File: src/rtl/fifo_ddr3_pkg.sv
// Shared types and helpers for the DDR3 write-strobe FIFO read path.
package fifo_ddr3_pkg;

  localparam int DDR3_DATA_W = 128;
  localparam int DDR3_STRB_W = 16;

  typedef struct packed {
    logic [DDR3_DATA_W-1:0] data;
    logic [DDR3_STRB_W-1:0] strb;
  } wr_word_t;

  // Index width for a buffer of the given depth, never less than one bit.
  function automatic int clog2_depth(input int depth);
    int w;
    w = 1;
    while ((32'sd1 <<< w) < depth) begin
      w = w + 1;
    end
    return w;
  endfunction

endpackage

File: src/rtl/fifo_ddr3_skid_buf.sv
// Circular skid buffer with occupancy counter; depth need not be a power of two.
module fifo_ddr3_skid_buf
  import fifo_ddr3_pkg::*;
#(
  parameter int DATA_WIDTH = $bits(wr_word_t),
  parameter int BUF_DEPTH  = 3,
  parameter int CNT_WIDTH  = 3
) (
  input  logic                  rclk,
  input  logic                  rrst,
  input  logic                  push,
  input  logic [DATA_WIDTH-1:0] push_data,
  input  logic                  pop,
  output logic [CNT_WIDTH-1:0]  occ,
  output logic [DATA_WIDTH-1:0] head
);

  localparam int               PTR_W    = clog2_depth(BUF_DEPTH);
  localparam logic [PTR_W-1:0] LAST_PTR = PTR_W'(BUF_DEPTH - 1);

  logic [DATA_WIDTH-1:0] mem_r [BUF_DEPTH];
  logic [PTR_W-1:0]      wr_ptr_r;
  logic [PTR_W-1:0]      rd_ptr_r;
  logic [CNT_WIDTH-1:0]  occ_r;
  logic                  pop_s;

  // A pop is only honoured when a word is actually held.
  always_comb begin
    pop_s = pop && (occ_r != {CNT_WIDTH{1'b0}});
  end

  // Pointer wrap by explicit compare and occupancy bookkeeping.
  always_ff @(posedge rclk) begin
    if (rrst) begin
      wr_ptr_r <= {PTR_W{1'b0}};
      rd_ptr_r <= {PTR_W{1'b0}};
      occ_r    <= {CNT_WIDTH{1'b0}};
    end else begin
      if (push) begin
        wr_ptr_r <= (wr_ptr_r == LAST_PTR) ? {PTR_W{1'b0}} : wr_ptr_r + PTR_W'(1);
      end
      if (pop_s) begin
        rd_ptr_r <= (rd_ptr_r == LAST_PTR) ? {PTR_W{1'b0}} : rd_ptr_r + PTR_W'(1);
      end
      case ({push, pop_s})
        2'b10:   occ_r <= occ_r + CNT_WIDTH'(1);
        2'b01:   occ_r <= occ_r - CNT_WIDTH'(1);
        default: occ_r <= occ_r;
      endcase
    end
  end

  // Word storage; contents are don't-care after reset.
  always_ff @(posedge rclk) begin
    if (push) begin
      mem_r[wr_ptr_r] <= push_data;
    end
  end

  assign occ  = occ_r;
  assign head = mem_r[rd_ptr_r];

  fifo_ddr3_skid_buf_chk #(
    .BUF_DEPTH(BUF_DEPTH),
    .CNT_WIDTH(CNT_WIDTH)
  ) u_chk (
    .rclk(rclk),
    .rrst(rrst),
    .occ (occ_r)
  );

endmodule

File: src/rtl/fifo_ddr3_skid_buf_chk.sv
// Property checker for the FWFT skid buffer occupancy.
module fifo_ddr3_skid_buf_chk #(
  parameter int BUF_DEPTH = 3,
  parameter int CNT_WIDTH = 3
) (
  input logic                 rclk,
  input logic                 rrst,
  input logic [CNT_WIDTH-1:0] occ
);

  // Credit accounting must keep occupancy within the buffer.
  a_occ_bound: assert property (@(posedge rclk) disable iff (rrst) occ <= CNT_WIDTH'(BUF_DEPTH))
    else $error("skid buffer occupancy %0d exceeds depth %0d", occ, BUF_DEPTH);

endmodule

File: src/rtl/fifo_ddr3_rd_fwft_stage.sv
// FWFT read stage for the DDR3 write-strobe FIFO: credit-gated r_en, RAM latency
// tracking and skid buffering. Define FIFO_DDR3_RD_STATS_EN for stall/starve counters.
module fifo_ddr3_rd_fwft_stage
  import fifo_ddr3_pkg::*;
#(
  parameter int DATA_WIDTH  = $bits(wr_word_t),
  parameter int RAM_LATENCY = 1,
  parameter int CNT_WIDTH   = 3
) (
  input  logic                  rclk,
  input  logic                  rrst,
  input  logic                  rempty,
  output logic                  r_en,
  input  logic [DATA_WIDTH-1:0] rd_data,
  output logic                  m_valid,
  input  logic                  m_ready,
  output logic [DATA_WIDTH-1:0] m_data,
  output logic [CNT_WIDTH-1:0]  m_count
`ifdef FIFO_DDR3_RD_STATS_EN
  ,
  output logic [31:0]           stall_cnt,
  output logic [31:0]           starve_cnt
`endif
);

  localparam int                   BUF_DEPTH = RAM_LATENCY + 2;
  localparam logic [CNT_WIDTH-1:0] DEPTH_C   = CNT_WIDTH'(BUF_DEPTH);

  logic [RAM_LATENCY-1:0] inflight_r;
  logic [CNT_WIDTH-1:0]   occ_s;
  logic [CNT_WIDTH-1:0]   inflight_s;
  logic [CNT_WIDTH-1:0]   total_s;
  logic                   accept_s;
  logic                   pop_s;

  // Credits come from registered state only, so m_ready never reaches r_en.
  always_comb begin
    inflight_s = {CNT_WIDTH{1'b0}};
    for (int i = 0; i < RAM_LATENCY; i++) begin
      inflight_s = inflight_s + CNT_WIDTH'(inflight_r[i]);
    end
    total_s  = occ_s + inflight_s;
    r_en     = !rempty && (total_s < DEPTH_C);
    accept_s = r_en && !rempty;
    m_valid  = (occ_s != {CNT_WIDTH{1'b0}});
    pop_s    = m_valid && m_ready;
    m_count  = total_s;
  end

  // Valid-bit pipeline mirroring the RAM read latency.
  always_ff @(posedge rclk) begin
    if (rrst) begin
      inflight_r <= {RAM_LATENCY{1'b0}};
    end else begin
      inflight_r[0] <= accept_s;
      for (int i = 1; i < RAM_LATENCY; i++) begin
        inflight_r[i] <= inflight_r[i-1];
      end
    end
  end

  fifo_ddr3_skid_buf #(
    .DATA_WIDTH(DATA_WIDTH),
    .BUF_DEPTH (BUF_DEPTH),
    .CNT_WIDTH (CNT_WIDTH)
  ) u_skid_buf (
    .rclk     (rclk),
    .rrst     (rrst),
    .push     (inflight_r[RAM_LATENCY-1]),
    .push_data(rd_data),
    .pop      (pop_s),
    .occ      (occ_s),
    .head     (m_data)
  );

`ifdef FIFO_DDR3_RD_STATS_EN
  // Saturating stall and starve cycle counters.
  always_ff @(posedge rclk) begin
    if (rrst) begin
      stall_cnt  <= 32'd0;
      starve_cnt <= 32'd0;
    end else begin
      if (m_valid && !m_ready && (stall_cnt != 32'hFFFF_FFFF)) begin
        stall_cnt <= stall_cnt + 32'd1;
      end
      if (m_ready && !m_valid && (starve_cnt != 32'hFFFF_FFFF)) begin
        starve_cnt <= starve_cnt + 32'd1;
      end
    end
  end
`endif

endmodule
File: config.mk
export PLATFORM = sky130hd
export DESIGN_NAME = fifo_ddr3_rd_fwft_stage
export DESIGN_NICKNAME = d
export VERILOG_FILES = /design/src/rtl/fifo_ddr3_pkg.sv /design/src/rtl/fifo_ddr3_skid_buf.sv /design/src/rtl/fifo_ddr3_skid_buf_chk.sv /design/src/rtl/fifo_ddr3_rd_fwft_stage.sv
export SDC_FILE = /design/constraint.sdc
export NUM_CORES = 1
export LEC_CHECK = 0
export ABC_AREA = 0
export CAP_MARGIN = 20
export CORE_MARGIN = 2
export CORE_UTILIZATION = 40
export DETAILED_ROUTE_END_ITERATION = 12
export GPL_TIMING_DRIVEN = 0
export PLACE_DENSITY = 0.67
export REMOVE_ABC_BUFFERS = 1
export SLEW_MARGIN = 20
export SYNTH_ARGS = -nofsm -noshare
export SYNTH_HDL_FRONTEND = slang
export SYNTH_HIERARCHICAL = 1
export SYNTH_SLANG_ARGS = --single-unit
File: constraint.sdc
create_clock -name rclk -period 18.7 [get_ports rclk]
set_clock_uncertainty 0.1 [all_clocks]
set_input_delay 2.805 -clock rclk [delete_from_list [all_inputs] [get_ports rclk]]
set_output_delay 2.805 -clock rclk [all_outputs]
set_load 0.03 [all_outputs]
# Yosys cells after proc, flatten, opt, wreduce, memory -nomap -nowiden
# Memories as Yosys holds them, arrays and structs flattened. A register that Yosys moved wholly into a read port is not among the register bits.
# Cells that the tools add are included.
[op_classes] n_addsub=5 mul=0 n_div=0 magnitude_cmp=1 n_eq_ne=4 shift=0 muxes=7 bitwise_logic=0 reduce_logical=7
[op_table] cell="two-way mux 2 bit" n=4
[op_table] cell="== test 2 bit, second input constant" n=3
[op_table] cell="case mux 3 bit (2 select lines)" n=1
[op_table] cell="adder 2 x 1 -> 2 bit, second input constant" n=2
[op_table] cell="logical AND 1 bit" n=4
[op_table] cell="adder 3 x 1 -> 3 bit" n=1
[op_table] cell="adder 3 x 1 -> 3 bit, second input constant" n=1
[op_table] cell="less-than comparator 3 x 2 -> 1 bit, second input constant" n=1
[op_table] cell="nonzero test 3 bit" n=1
[op_table] cell="subtractor 3 x 1 -> 3 bit, second input constant" n=1
[op_table] cell="== test 2 x 1 -> 1 bit, second input constant" n=1
[op_table] cell="two-way mux 1 bit" n=2
[op_table] cell="nonzero test 2 bit" n=1
[op_table] cell="logical NOT 1 bit" n=1
[word_totals] regBits=8 latchBits=0 ram_bits=432 rom_bits=0 inputBits=148 out_inout_bits=149 word_cells=29 mem_count=1
[memory_table] memory="u_skid_buf.mem_r" words=3 word_bits=144 read_ports=1 rd_ports_with_merged_regs=1 write_ports=1 line="fifo_ddr3_skid_buf.sv:21" source="logic [DATA_WIDTH-1:0] mem_r [BUF_DEPTH];"

# Logic depth before layout (Yosys ltp)
[logic_depth] ltp_word=5 mapped_depth=10 ltp_nobuf=10

# Modules after synthesis
# The synthesis kept the hierarchy.
[by_module_without_submodules] module="fifo_ddr3_skid_buf" instances=1 cells_each=953 area_per_inst_um2=16338.2 seq_area_each_um2=13152.6
[by_module_without_submodules] module="fifo_ddr3_rd_fwft_stage" instances=1 cells_each=8 area_per_inst_um2=96.3 seq_area_each_um2=20.0

# Worst setup path after synthesis
# Ideal clock, no wire load.
[synth_path] path_type="reg2reg" start="reg inflight_r" end="reg u_skid_buf.wr_ptr_r[0]" setup_ns=0.103 arrival_time_ns=11.252 required_ns=18.497 slack_ns=7.245 stages_incl_launch_ff=4 n_path_buf=0 period_less_slack_ns=11.455 cell_sequence="dfxtp_1 inv_1 nor3_1 o21ba_2"
[synth_rtl] element="start: declaration" line="fifo_ddr3_rd_fwft_stage.sv:29" source="logic [RAM_LATENCY-1:0] inflight_r;"
[synth_rtl] element="start signal: assignment" line="fifo_ddr3_rd_fwft_stage.sv:53" source="inflight_r <= {RAM_LATENCY{1'b0}};"
[synth_rtl] element="start signal: indexed assignment" line="fifo_ddr3_rd_fwft_stage.sv:57" source="inflight_r[i] <= inflight_r[i-1];"
[synth_rtl] element="end signal: assignment" line="fifo_ddr3_skid_buf.sv:35" source="wr_ptr_r <= {PTR_W{1'b0}};"
[synth_rtl] element="end signal: assignment" line="fifo_ddr3_skid_buf.sv:40" source="wr_ptr_r <= (wr_ptr_r == LAST_PTR) ? {PTR_W{1'b0}} : wr_ptr_r + PTR_W'(1);"
[synth_rtl] element="end: declaration" line="fifo_ddr3_skid_buf.sv:22" source="logic [PTR_W-1:0] wr_ptr_r;"

# Worst setup path in the final report
[layout_path] start="in rempty" end="out r_en"
[layout_via] elab_chain_cells=2
[layout_rtl] element="start: declaration" line="fifo_ddr3_rd_fwft_stage.sv:12" source="input logic rempty,"
[layout_rtl] element="logical NOT 1 bit" line="fifo_ddr3_rd_fwft_stage.sv:43" source="r_en = !rempty && (total_s < DEPTH_C);"
[layout_rtl] element="logical AND 1 bit" line="fifo_ddr3_rd_fwft_stage.sv:43"
[layout_rtl] element="end: declaration" line="fifo_ddr3_rd_fwft_stage.sv:13" source="output logic r_en,"
# Every way passes these cells.

==> key figures <==
Clocking
  – CTS tree: yes
  – H-tree Lvls: 2
  – Clk Latency, worst-skew pair: 0.54 ns
  – Hold-fix buffers at CTS: 0
  – Inserted Clock Buffers: 45
  – Total setup buffers inserted after CTS: 0
  – Clock slew at reported path FFs: 0.06 ns
  – Cts repair resizes: 0
  – Root Driver: clkbuf_16
  – Clk buf depth: 3
  – Clk sinks: 442

STA
  – Max-slew violation count: 0
  – Worst-margin pin slew: 0.890 ns
  – Relative slew margins: 40.3%
  – Crit path time final: 7.07 ns
  – Fin crit share: 37.8%
  – RSZ-0062 raised after global routing: false
  – Setup Viol. Count Final: 0
  – Fin. Hold Viols: 0
  – Slack of the critical path: 11.63 ns
  – Max Fclk: 0.141 GHz
  – Hold_ws: 0.387 ns

Logic synthesis
  – Syn Inst Count: 961
  – Synth Warn #: 6
  – #FFs+latches synth: 442
  – Yosys top cell area share: 78.9%
  – Area leader, netlist: edfxtp_1
  – Top cells by area, synth: edfxtp_1, mux2i_1, nand2_1, o21ai_0, o21ai_1
  – Yosys cell types: 26
  – Synthesized area: 16,400 sq um
  – Seq/Total Area, Yosys: 80.2%
  – Syn_area_per_cell: 17.1 sq um

Floorplan
  – Die X: 207 um
  – Core Region: 40,600 sq um
  – Chip height: 207 um
  – Row cnt: 74
  – DIE AREA: 42,700 sq um
  – Initial core utilization: 40.4%
  – Boundary Pins: 297

Pwr
  – Worst IR Drop VDD: 0.0899 mV
  – Power Dens Cells: 101 nW/um^2
  – Static Leak: 6.81 nW

Global routing
  – Routing usage on met3: 5.64%
  – Met1 Use GR: 18.8%
  – Met2 Use GR: 26.2%
  – Global routing's busiest layer: met2
  – Vias in the first global route: 9,263
  – Overflow after GRT: 0
  – GRT Total Usage: 15.5%
  – Initial antenna violation count: 4
  – First-pass GRT wire length: 50,500 um
  – Largest net degree at the start of global routing: 71

Worst setup path
  – Largest delay share family, worst path: buffers and inverters
  – Worst Path Buf+Inv: 2
  – CP required: 15.79 ns
  – Worst-path cell chain: clkdlybuf4s50_1 -> a211oi_1 -> clkdlybuf4s50_1
  – CP peak stage delay: 0.72 ns
  – Worst path slowest cell: clkdlybuf4s50_1
  – Worst setup EP type: output pin
  – Reg2reg setup slack: 15.94 ns
  – Crit Path Class: in -> out
  – Critical path data arrival time: 4.16 ns
  – Startpoint Class: primary input
  – Crit path top cell by count: clkdlybuf4s50_1
  – Worst-path fanout max: 2

Placement
  – I/O Buffers: 296
  – Placed cells: 1,783
  – Placed inst area: 20,500 sq um
  – Dpl hpwl: 21,900 um
  – Pre-CTS WS: 11.64 ns
  – Final RePlAce weighted congestion: 0.711

Finish
  – Finished Layout Cells: 1,866
  – Final #Nets: 1,450
  – Share of layout cells above drive strength 1: 8.49%
  – Post-Route Utilization: 54.0%
  – Finished Cell Area: 21,900 sq um
  – P&R area growth vs syn: 33.5%

Routing
  – Routed Antenna Nets: 0
  – DRT iter0 DRCs: 393
  – Final wirelength: 33,500 um
  – Residual DRC: 0
  – Vias: 8,978
  – First-pass DRT Iterations: 5
  – Via density: 4.81
  – Routed length per instance: 18.0 um

Status
  – Status: finished, final reports clean

Run
  – Max Cap Violations: 0

Worst hold path
  – Hold Crit Class: reg -> reg
==> cells in the final DEF (no fill, tap or decap), drive strengths merged <==
cell type      netlist  final
and2                 1      1
nor2b                2      2
clkinvlp             0      4
inv                  5      6
a21oi                3      3
mux2i              145    145
or3                  3      3
ha                   3      3
o21ai              145    145
buf                 21     42
a2111oi              1      1
xor2                 3      3
a211oi               1      1
fa                   1      1
clkdlybuf4s50        0    296
clkinv               0     16
mux2                 1      1
o31ai                1      1
bufinv               0      3
o21ba                1      1
dfxtp               10     10
diode                0      3
nor2                 7      7
edfxtp             432    432
nor3                 1      1
clkbuf              27     56
nand2              147    147
==> worst reg2reg max path, delay by kind of cell (launching register included) <==
family                 cells  cell delay [ns]
DFF                        1             0.44
buffers and inverters      7             1.23
and+or+nand+nor            1             0.72
==> flip-flops by register name, summed over array words and instances, names as in the netlist, named ones only <==
signal               count
inflight_r               1
u_skid_buf/mem_r       432
u_skid_buf/occ           3
u_skid_buf/rd_ptr_r      2
u_skid_buf/wr_ptr_r      2
==> through the flow <==
step	power [mW]	TNS, ns
4_1_cts	2.25	0
5_1_grt	2.30	0
2_1_floorplan	1.28	0
6_report	2.22	0
3_3_place_gp	1.41	-63.66
3_5_place_dp	1.39	0
==> final cells by class <==
| class | instances | area (sq um) |
|---|---|---|
| antenna | 3 | 7.51 |
| fill | 3293 | 18700 |
| multi-input combinational | 466 | 2980 |
| tap | 532 | 666 |
| sequential | 442 | 13200 |
| clock inverter | 24 | 195 |
| timing repair buffer | 338 | 3680 |
| inverter | 5 | 18.8 |
| clock buffer | 56 | 1210 |
==> layer usage <==
metal / wire, um / share of wire, % / up-vias
met5: 10 / 0.030 / -
met4: 688 / 2.1 / 2
met3: 2660 / 7.9 / 54
met2: 16500 / 49 / 235
met1: 13700 / 41 / 4368
li1: - / - / 4319
==> cell usage after synthesis <==
library cell / instances
a2111oi_2: 1
a211oi_1: 1
a21oi_1: 3
and2_4: 1
buf_2: 1
buf_4: 13
buf_6: 7
clkbuf_1: 27
dfxtp_1: 10
edfxtp_1: 432
fa_1: 1
ha_1: 3
inv_1: 5
mux2_2: 1
mux2i_1: 145
nand2_1: 147
nor2_1: 7
nor2b_1: 2
nor3_1: 1
o21ai_0: 85
o21ai_1: 60
o21ba_2: 1
o31ai_2: 1
or3_1: 2
or3_4: 1
xor2_1: 3
==> logic make-up (layout without fill, tap and decap cells) <==
kind of cell / Yosys count / in the layout / synth area share (%)
flops: 442 / 442 / 80.2
simple gates: 161 / 161 / 3.82
compound gates: 152 / 152 / 4.78
mux: 146 / 146 / 8.90
buf+inv: 53 / 423 / 1.83
fa+ha+maj: 4 / 4 / 0.350
xor+xnor: 3 / 3 / 0.160
other cells: 0 / 3 / 0
==> path summary, 6_finish.rpt <==
check	startpoint	end	cells after the start
worst max register to register	inflight_r$_SDFF_PP0_	u_skid_buf/mem_r[0][69]$_DFFE_PP_	8
worst min register to register	u_skid_buf/rd_ptr_r[0]$_SDFFE_PP0N_	register	2
worst max-delay path	rempty	r_en	3
worst min-delay path	u_skid_buf/rd_ptr_r[0]$_SDFFE_PP0N_	register	2
==> where the power goes <==
| group | internal, mW | switching, mW | leakage [nW] | total, mW |
|---|---|---|---|---|
| Combinational | 0.107 | 0.130 | 2.12 | 0.237 |
| Clock | 0.499 | 0.352 | 0.674 | 0.851 |
| Sequential | 1.12 | 0.00941 | 4.02 | 1.13 |
No activity file was read; power rests on OpenSTA's default activity.
==> patch 1: new RTL, same flow settings <==
The option `FIFO_DDR3_RD_STATS_EN` is turned on by a define.
--- a/src/rtl/fifo_ddr3_rd_fwft_stage.sv
+++ b/src/rtl/fifo_ddr3_rd_fwft_stage.sv
@@ -2,2 +2,4 @@
 // tracking and skid buffering. Define FIFO_DDR3_RD_STATS_EN for stall/starve counters.
+`define FIFO_DDR3_RD_STATS_EN
+
 module fifo_ddr3_rd_fwft_stage
Formal check against the unedited RTL (old outputs only; new: stall_cnt and starve_cnt): same outputs for any inputs over 4 cycles, from zero or initial values and one cycle with rrst high; that may be too few to reach the edited logic, so the function may still have changed.
==> patch 1 against the unedited design <==
  * Via count increased by 38%
  * Routed wire length rose by 35%
  * Sequential cell count increased by 64
  * Register-to-register slack worse by 60 ps
  * Design area grew 19%
  * Hold slack about the same
  * Worst setup slack got worse by 12 ps
  * Final cell count grew 32%
  * Power up 13%
  * Sequential power is 12% higher
  * Maximum frequency shrank 0.17%
  * Synthesized area up 20%
==> patch 1: results (changes against the unedited design) <==
| Item | Value | Unit | vs unedited |
| --- | --- | --- | --- |
| VDD IR max | 0.0000609 | V | -32% |
| Cells after Synth | 1,357 | - | +41% |
| Post-layout instance count excluding filler cells | 2,455 | - | +32% |
| Instance area after placement | 24,600 | sq um | +20% |
| R2R Path End | stall_cnt[31] | - |  |
| Startpoint of the most critical register-to-register path | stall_cnt[0] | - |  |
| Portion of the post-synthesis area used by sequential elements | 0.733 | - | -0.0682 |
| Iter 0 DRT Violations | 603 | - | +53% |
| Fraction of final layout cells sized beyond drive strength 1 | 0.0817 | - | -0.00324 |
| FILL cells | 4,027 | - | +22% |
| Post-CTS Setup Repair Bufs | 0 | - | unchanged |
| Largest registers | u_skid_buf/mem_r x432, stall_cnt x32, starve_cnt x32 | - |  |
| Slew at the pin closest to its max-slew limit | 911 | ps | +20.8 ps |
| Utilization after layout | 0.538 | - | -0.00219 |
| Skew-Pair Late Insertion Delay | 580 | ps | +40 ps |
| Length in cells of the worst reg-to-reg path | 6 | - | -2 |
| Leading cell types by total area after synthesis | sky130_fd_sc_hd__edfxtp_1 (66%), sky130_fd_sc_hd__dfxtp_1 (7.5%), sky130_fd_sc_hd__mux2i_1 (7.5%) | - |  |
| Number of vias per cell after detailed routing | 5.04 | - | +4.6% |
| Number of antenna violations at the first check in global routing | 10 | - | +6 |
| Result of the run | complete, no violations | - |  |
| Most frequent cells after synthesis | sky130_fd_sc_hd__edfxtp_1 (432), sky130_fd_sc_hd__nand2_1 (173), sky130_fd_sc_hd__mux2i_1 (147) | - |  |
| Arrival @ worst endpoint | 4170 | ps | about the same |
| Leakage power figure | 8.13 | nW | +19% |
| CTS buffer count | 53 | - | +18% |
| Total Wirelength | 45.2 | mm | +35% |
| Post-Route Hold Slack | 387 | ps | +0.378 ps |
| Largest net degree at the start of global routing | 74 | - | +4.2% |
| Number of global-route vias before repair | 12.4k | - | +33% |
| Cell total after placement | 2,357 | - | +32% |
| Wire length of the first global-routing pass | 68.5 | mm | +36% |
| Count of input and output buffers | 360 | - | +22% |
| Global placement routability congestion | 0.821 | - | +15% |
| Post-layout worst setup margin | 11,620 | ps | -12.2 ps |
| Yosys cell types | 50 | - | +92% |
| Placed wire-length estimate | 30.5 | mm | +39% |
| GRT Total Usage | 0.173 | - | +0.0177 |
| Number of nets in the finished design | 1,902 | - | +31% |
patch 1: logic make-up after synthesis:
logic type	synth area share
buf+inv	0.0218
fa+ha+maj	0.00419
mux	0.0775
xor+xnor	0.0133
simple gates	0.0837
compound gates	0.0661
flops	0.733
patch 1: area by class of cell:
class                           instances  area share
Antenna cell                            3    0.000286
Inverter                               13     0.00186
Timing Repair Buffer                  405       0.166
Tap cell                              664      0.0317
Sequential cell                       506       0.552
Multi-Input combinational cell        769       0.186
Clock buffer                           69      0.0544
Clock inverter                         26     0.00816
patch 1: worst min path at each step:
stage	start	end	cells after the start
5_1_grt	u_skid_buf/rd_ptr_r[0]	flop	2
2_1_floorplan	u_skid_buf/rd_ptr_r[0]	flop	2
3_5_place_dp	u_skid_buf/rd_ptr_r[0]	flop	2
6_report	u_skid_buf/rd_ptr_r[0]	flop	2
3_3_place_gp	u_skid_buf/rd_ptr_r[0]	u_skid_buf/rd_ptr_r[0]	2
4_1_cts	u_skid_buf/rd_ptr_r[0]	flop	2
patch 1: metal layers:
metal	part of all wire	GRT usage	wire [microns]	up-vias
met5	0.0020	0	91	-
met4	0.025	0.0526	1120	14
met1	0.40	0.204	18300	6007
met2	0.47	0.289	21400	349
met3	0.094	0.0705	4260	86
li1	-	-	-	5905
patch 1: worst max-delay path: stages:
cell                              delay [ps]
sky130_fd_sc_hd__clkdlybuf4s50_1         390
sky130_fd_sc_hd__a211oi_1                230
sky130_fd_sc_hd__clkdlybuf4s50_1         740
patch 1: where the power goes:
part	switching [mW]	internal, mW
clock	0.417	0.577
sequential	0.0108	1.26
combinational	0.142	0.111
==> patch 2: new RTL, config.mk and constraints unchanged <==
Without the edit above. Put a register stage on the output `m_count`. The value now appears one clock later. The other outputs are not delayed to match.
--- a/src/rtl/fifo_ddr3_rd_fwft_stage.sv
+++ b/src/rtl/fifo_ddr3_rd_fwft_stage.sv
@@ -28,2 +28,4 @@
 
+  logic [CNT_WIDTH-1:0] m_count_d;
+
   logic [RAM_LATENCY-1:0] inflight_r;
@@ -46,3 +48,3 @@
     pop_s    = m_valid && m_ready;
-    m_count  = total_s;
+    m_count_d = total_s;
   end
@@ -92,2 +94,6 @@
 
+  always_ff @(posedge rclk) begin
+    m_count <= m_count_d;
+  end
+
 endmodule
Function: changed (a bounded check fails within 4 cycles, from zero or initial values and one cycle with rrst high).
==> patch 2 against the unedited design <==
  * Clock power is 12% higher
  * Worst setup slack got worse by 40 ps
  * Power up 5.1%
  * Register-to-register slack got worse by 100 ps
  * Design area is 1.1% higher
  * Combinational power hardly changed
  * Sequential cell count rose by 3
  * Sequential share of layout area decreased by 0.39 points
  * Synthesized area up 0.32%
  * Routed wire length up 1.3%
  * Critical endpoint unchanged
  * Largest power group unchanged
==> patch 2: results (changes against the unedited design) <==
| Item | Value | Unit | vs unedited |
| --- | --- | --- | --- |
| Result of the run | complete, no violations | - |  |
| Yosys cell types | 25 | - | -3.8% |
| Pre-CTS WS | 11,620 | ps | -16.9 ps |
| Count of flip-flops with a built-in enable after synthesis | 432 | - | unchanged |
| CTS buffer count | 46 | - | +2.2% |
| Leading cell types by total area after synthesis | sky130_fd_sc_hd__edfxtp_1 (79%), sky130_fd_sc_hd__mux2i_1 (8.8%), sky130_fd_sc_hd__nand2_1 (3.3%) | - |  |
| Instance area after placement | 20,600 | sq um | +0.29% |
| Iter 0 DRT Violations | 406 | - | +3.3% |
| Count of instances resized after the clock tree is built | 0 | - | unchanged |
| Maximum count of clock buffers along a single path | 3 | - | unchanged |
| Number of optimization iterations in the first detailed-route pass | 4 | - | -1 |
| Number of nets in the finished design | 1,455 | - | +0.34% |
| Number of global-route vias before repair | 9,578 | - | +3.4% |
| GRT Total Usage | 0.159 | - | +0.00407 |
| Count of yosys warnings during synthesis | 6 | - | unchanged |
| Maximum cell stage delay along the critical path | 720 | ps | about the same |
| VDD IR max | 0.0000760 | V | -15% |
| Number of antenna violations at the first check in global routing | 4 | - | unchanged |
| Number of vias per cell after detailed routing | 4.83 | - | +0.32% |
| Leakage power figure | 6.94 | nW | +1.8% |
| Largest registers | u_skid_buf/mem_r x432, m_count x3, u_skid_buf/occ x3 | - |  |
| Skew-Pair Late Insertion Delay | 550 | ps |  |
| Portion of the post-synthesis area used by sequential elements | 0.803 | - | +0.00109 |
| Largest net degree at the start of global routing | 70 | - | -1.4% |
| Placed wire-length estimate | 22.2 | mm | +1.7% |
| Post-CTS Setup Repair Bufs | 0 | - | unchanged |
| Number of setup violations in the final report | 0 | - | unchanged |
| Total Wirelength | 34.0 | mm | +1.3% |
| FILL cells | 3,223 | - | -2.1% |
| Arrival @ worst endpoint | 4200 | ps | +40 ps |
| Count of input and output buffers | 296 | - | unchanged |
| Most frequent cells after synthesis | sky130_fd_sc_hd__edfxtp_1 (432), sky130_fd_sc_hd__nand2_1 (147), sky130_fd_sc_hd__mux2i_1 (145) | - |  |
| Fraction of final layout cells sized beyond drive strength 1 | 0.0846 | - | -0.000318 |
| Buffer cell driving the clock tree root | sky130_fd_sc_hd__clkbuf_16 | - |  |
| Number of levels in the clock H-tree | 2 | - | unchanged |
| Global placement routability congestion | 0.726 | - | +2.1% |
| Cell family with most CP delay | buffers and inverters | - |  |
| Synth Flop Type | sky130_fd_sc_hd__edfxtp_1 | - |  |
| Largest fanout on the critical path | 2 | - | unchanged |
| Worst-path cell with the longest stage delay | sky130_fd_sc_hd__clkdlybuf4s50_1 | - |  |
| Wire length of the first global-routing pass | 53.5 | mm | +6.0% |
| Fraction of registers with async set/reset | 0 | - | unchanged |
| CTS clk-pin slew, worst paths | 50 | ps |  |
| Slew at the pin closest to its max-slew limit | 604 | ps | -287 ps |
| Hold WC Path Type | reg2reg | - |  |
[patch 2: where the power goes]
part / switching (mW) / leakage (nW) / total [mW] / internal (mW)
logic: 0.130 / 2.12 / 0.237 / 0.107
clock network: 0.357 / 0.770 / 0.957 / 0.599
registers: 0.00960 / 4.04 / 1.14 / 1.13
total: 0.497 / 6.94 / 2.33 / 1.83
[patch 2: cell type report]
| class | instances | area (sq um) | area share |
|---|---|---|---|
| diodes | 3 | 7.51 | 0.000338 |
| clock buffers | 61 | 1270 | 0.0573 |
| clock inverters | 20 | 319 | 0.0144 |
| inverters | 5 | 18.8 | 0.000846 |
| multi-input cells | 466 | 2970 | 0.134 |
| flip-flops and latches | 445 | 13200 | 0.597 |
| well taps | 532 | 666 | 0.0300 |
| repair buffers | 339 | 3690 | 0.166 |
[patch 2: worst min-delay path, stage by stage, from the launching register on]
cell and delay [ps]:
sky130_fd_sc_hd__dfxtp_1 320, sky130_fd_sc_hd__nand2_1 60, sky130_fd_sc_hd__a21oi_1 60
[patch 2: metrics by stage]
step	TNS [ps]	power [mW]	cells	utilization	hold WS, ps
floorplan	0	1.28	916	-	347
global placement	-69390	1.41	1744	0.487	366
detailed placement	0	1.40	1787	0.505	374
CTS	0	2.36	1868	0.544	383
global route	0	2.42	1871	0.545	415
finish	0	2.33	1871	0.545	381
[patch 2: final timing paths]
check / startpoint / to / slack (ps) / cells past startpoint
setup / recovery: rempty / r_en / 11590 / 3
hold reg to reg: u_skid_buf/rd_ptr_r[0] / flop / 380 / 2
hold / removal: u_skid_buf/rd_ptr_r[0] / flop / 380 / 2
setup reg to reg: inflight_r / u_skid_buf/mem_r[0][120] / 15840 / 11
[patch 2: cell families after synthesis]
family          synth area share
fa+ha+maj                0.00349
simple gates              0.0376
buf+inv                   0.0183
mux                       0.0887
compound gates            0.0477
flops                      0.803
xor+xnor                 0.00159
[patch 2: routing by layer]
layer / wire [microns] / up-vias / GRT usage
met1: 14000 / 4386 / 0.194
met5: 13 / - / 0
li1: - / 4328 / -
met2: 16600 / 250 / 0.264
met4: 980 / 2 / 0.0599
met3: 2370 / 65 / 0.0529
